**src/rtl/inv_mix_cols_seq.sv**
```systemverilog
// AES InvMixColumns engine, column-serial, with valid/ready handshakes on
// both sides. COLS_PER_CYCLE column units (1, 2 or 4) work on the latched
// state each BUSY cycle. The result is presented once all four columns are done.
module inv_mix_cols_seq #(
  parameter int COLS_PER_CYCLE = 1
) (
  input  logic         clk,
  input  logic         rst,
  input  logic         in_valid,
  output logic         in_ready,
  input  logic [127:0] in_data,
  output logic         out_valid,
  input  logic         out_ready,
  output logic [127:0] out_data,
  output logic         busy
);

  typedef enum logic [1:0] {IDLE, BUSY, DONE} state_t;

  // With 4 columns per cycle the step truncates to 0, so the counter stays at 0.
  localparam logic [1:0] COL_STEP = 2'(COLS_PER_CYCLE);
  localparam logic [1:0] COL_LAST = 2'(4 - COLS_PER_CYCLE);

  state_t       state, state_nxt;
  logic [1:0]   col;
  logic [127:0] src_reg;
  logic [127:0] res_reg;
  logic         accept;
  logic         last_col;
  logic [1:0]   unit_idx [COLS_PER_CYCLE];
  logic [31:0]  unit_res [COLS_PER_CYCLE];

  // Multiply by x in GF(2^8) mod 0x11b.
  function automatic logic [7:0] xtime(input logic [7:0] a);
    return {a[6:0], 1'b0} ^ (a[7] ? 8'h1b : 8'h00);
  endfunction

  // InvMixColumns on one 32-bit column (byte 0 = MSB). The multiplies by
  // 09/0b/0d/0e are built from the shared x2/x4/x8 chain of each byte.
  function automatic logic [31:0] inv_col(input logic [31:0] c);
    logic [7:0] a, x2, x4, x8;
    logic [7:0] m9 [4];
    logic [7:0] mb [4];
    logic [7:0] md [4];
    logic [7:0] me [4];
    for (int i = 0; i < 4; i++) begin
      a     = c[31 - 8*i -: 8];
      x2    = xtime(a);
      x4    = xtime(x2);
      x8    = xtime(x4);
      m9[i] = x8 ^ a;
      mb[i] = x8 ^ x2 ^ a;
      md[i] = x8 ^ x4 ^ a;
      me[i] = x8 ^ x4 ^ x2;
    end
    return {me[0] ^ mb[1] ^ md[2] ^ m9[3],
            m9[0] ^ me[1] ^ mb[2] ^ md[3],
            md[0] ^ m9[1] ^ me[2] ^ mb[3],
            mb[0] ^ md[1] ^ m9[2] ^ me[3]};
  endfunction

  // Column c sits at bits [127-32c -: 32], i.e. base offset 32*(3-c) = {~c, 5'b0}.
  for (genvar k = 0; k < COLS_PER_CYCLE; k++) begin : g_unit
    assign unit_idx[k] = col + 2'(k);
    assign unit_res[k] = inv_col(src_reg[{~unit_idx[k], 5'd0} +: 32]);
  end

  assign in_ready  = (state == IDLE) || ((state == DONE) && out_ready);
  assign accept    = in_valid && in_ready;
  assign last_col  = (col == COL_LAST);
  assign out_valid = (state == DONE);
  assign busy      = (state == BUSY);
  assign out_data  = res_reg;

  // State register.
  always_ff @(posedge clk) begin
    if (rst) state <= IDLE;
    else     state <= state_nxt;
  end

  // Next-state logic; in_valid is ignored while BUSY.
  always_comb begin
    state_nxt = state;
    case (state)
      IDLE:    if (in_valid) state_nxt = BUSY;
      BUSY:    if (last_col) state_nxt = DONE;
      DONE:    if (out_ready) state_nxt = in_valid ? BUSY : IDLE;
      default: state_nxt = IDLE;
    endcase
  end

  // Column counter: cleared on accept, advanced each BUSY cycle, wraps to 0 after the last column.
  always_ff @(posedge clk) begin
    if (rst)                 col <= 2'd0;
    else if (accept)         col <= 2'd0;
    else if (state == BUSY)  col <= col + COL_STEP;
  end

  // Source state latch; data only, so it has no reset.
  always_ff @(posedge clk) begin
    if (accept) src_reg <= in_data;
  end

  // Result register: cleared on reset (it drives out_data), written column by column.
  always_ff @(posedge clk) begin
    if (rst) begin
      res_reg <= '0;
    end else if (state == BUSY) begin
      for (int k = 0; k < COLS_PER_CYCLE; k++)
        res_reg[{~unit_idx[k], 5'd0} +: 32] <= unit_res[k];
    end
  end

endmodule

```
**config.mk**
```make
export PLATFORM = sky130hd
export DESIGN_NAME = inv_mix_cols_seq
export DESIGN_NICKNAME = d
export VERILOG_FILES = /design/src/rtl/inv_mix_cols_seq.sv
export SDC_FILE = /design/constraint.sdc
export NUM_CORES = 1
export LEC_CHECK = 0
export CORE_ASPECT_RATIO = 0.5
export CORE_MARGIN = 4
export CORE_UTILIZATION = 40
export DETAILED_ROUTE_END_ITERATION = 8
export DONT_BUFFER_PORTS = 1
export HOLD_SLACK_MARGIN = 0.02
export PLACE_DENSITY = 0.57
export SETUP_SLACK_MARGIN = 0.4
export SLEW_MARGIN = 20
export SYNTH_ARGS = -nofsm -noshare
export SYNTH_HDL_FRONTEND = slang
export SYNTH_SLANG_ARGS = --single-unit
```
**constraint.sdc**
```tcl
create_clock -name clk -period 10 [get_ports clk]
set_clock_uncertainty 0.15 [all_clocks]
set_input_delay 1 -clock clk [delete_from_list [all_inputs] [get_ports clk]]
set_output_delay 1 -clock clk [all_outputs]
set_load 0.05 [all_outputs]
```
==> metrics.cfg <==
[synth]
yosys_register_bits=260
synth_top_family_by_area=XOR/XNOR gates
yosys-mux-area-fraction_pct=6.48
netlist_area_mm2=0.0112
synth.top_cell.area_share_pct=34.4
yosysUniqueCellTypes=31
synthAdderAreaFrac_pct=0.560
synthTopCellsByArea=edfxtp_1 34%, dfxtp_1 24%, xnor2_1 7.8%
ys_warn_count=0
syn-num-nets=874
syn_inst=737
synth-compound-area-share_pct=9.95
yosys.area_share.simple_pct=2.52
synthXorXnorAreaFrac_pct=19.8
post-synth-top-area-cell=edfxtp_1
seq_area_frac_synth_pct=58.0
avgSynthCellArea_um2=15.2

[cells_and_area]
n_antenna_cell=0
final_cell_mix=130 x dfxtp_1, 128 x edfxtp_1, 99 x xnor2_1
area_delta_synth_final_pct=9.88
final_common_cell=dfxtp_1
drive_above_1_share_pct=14.1
design_area_mm2=0.0123
fin_nets=859

[routing]
wl_per_cell_um=26.6
vias_per_cell=5.48
remaining_drc_errors=0
vias=6085
first_iter_violations=586
wl_um=29500
dr.pass1.iters=7
ant_nets=0

[grt]
antenna_found_initial=0
grt_overflow_total=0
grt_pass1_wl_um=42700
track_usage_pct=18.5
grt_pass1_vias=6024
grt_max_degree=57

[setup_path]
critPathSlowestCell=mux4_1
arrival_ps=4730
crit_type=reg -> reg
crit_buf_inv=1
crit_path_frequent_cell=xnor3_1
path_cells=buf_4 -> mux4_1 -> xnor3_1 -> xnor3_1 -> xor2_1 -> xor3_1 -> a22o_1
cpLargestDelayFamily=XOR/XNOR gates
worstPathMaxFanout=24
worstSetupEndpointType=flop
worstPathRequired_ps=10260
cpPeakStageDelay_ps=810
start_kind=flop

[timing]
final-setup-viol-count=0
tns_ps=0
max_freq_ghz=0.224
period_needed_ps=4470
slew_violations=0
rsz0062_at_grt=no
fin_ws_ps=5530
relSlewSlack_pct=30.3
fin_crit_sh_pct=44.7
tightest_slew_ps=1040
hold_viol_final=0

[floorplan]
die-area_mm2=0.0308
dieHeight_um=126
ios=263
core_area_mm2=0.0270
start_util_pct=41.5
rows=42
die_w_um=244

[clock_tree]
postCtsSetupRepairBufs=0
cts.sinks=260
htreeDepth=1
cts_made_buffers=23
cts_resized=0
root_buffer=clkbuf_16
clk_transition_reported_paths_ps=70
holdBufCountCts=0
clock_latency_ps=520
cts_tree=yes
clock_path_buffers=3

[flow_run]
maxCapViolations=0

[pwr]
ir_worst_vdd_uv=138
p_leak_uw=0.00442
power_density_mw_per_mm2=303

[run_status]
outcome=complete, no violations

[placed_design]
placed_area_mm2=0.0115
dp_hpwl_um=21700
pre_cts_ws_ps=5530
gp_congestion=0.826
port_buffers=0

[hold_path]
hp-class=in -> reg

[Yosys cell counts, drive strengths merged]
master and number:
nor4 3, xnor3 36, xnor2 107, buf 21
ha 5, a22o 84, o21ai 1, nor4b 1
clkbuf 31, nor3 4, a2bb2oi 1, nand2 7
xor2 31, nor2 52, edfxtp 128, xor3 4
mux4 32, nor2b 2, a21oi 5, dfxtp 132
a22oi 45, inv 5
[layer usage]
metal  wire length [um]  share of wire [%]  vias up  global-route usage [%]
li1                   -                  -     2696                       -
met1              13300                 45     3114                    26.2
met2              13500                 46      238                    28.9
met3               2190                7.4       37                    5.16
met4                552                1.9        0                    3.77
met5                  0                  0        -                       0
[area by class of cell]
cell class | count | area [um^2]
Fill cell | 2317 | 14700
Sequential cell | 260 | 6490
Multi-Input combinational cell | 420 | 4460
Clock buffer | 26 | 607
Tap cell | 374 | 468
Clock inverter | 13 | 143
Timing Repair Buffer | 12 | 90.1
Inverter | 5 | 18.8
[worst paths after layout]
check | start | end | slack [ps] | depth (start not counted)
min | rst | out_data[82]$_SDFFE_PP0P_ | 400 | 1
min reg2reg | state[1]$_SDFFE_PP0P_ | state[0]$_SDFFE_PP0P_ | 450 | 3
max reg2reg | col[0]$_SDFFE_PP0P_ | out_data[75]$_SDFFE_PP0P_ | 5530 | 7
max | col[0]$_SDFFE_PP0P_ | out_data[75]$_SDFFE_PP0P_ | 5530 | 7
[power breakdown]
part / switching [uW] / internal [uW] / leakage, uW
registers: 206 / 1200 / 0.00229
clock network: 386 / 513 / 0.000370
logic: 843 / 563 / 0.00176
total: 1430 / 2280 / 0.00442
[metrics by stage]
stage / utilization (%) / total power [uW] / hold slack (ps) / std cells
2_1_floorplan: - / 2390 / 365 / 737
3_3_place_gp: 42.6 / 2820 / 397 / 1071
3_5_place_dp: 42.7 / 2830 / 435 / 1071
4_1_cts: 45.5 / 3740 / 371 / 1110
5_1_grt: 45.5 / 3860 / 367 / 1110
6_report: 45.5 / 3710 / 396 / 1110
[cells by family after synthesis]
kind of cell | count (synthesis)
mux | 32
buf+inv | 57
simple gates | 69
xor+xnor | 178
fa+ha+maj | 5
flops | 260
compound gates | 136
Note: power is estimated with default switching activity, not from simulation.
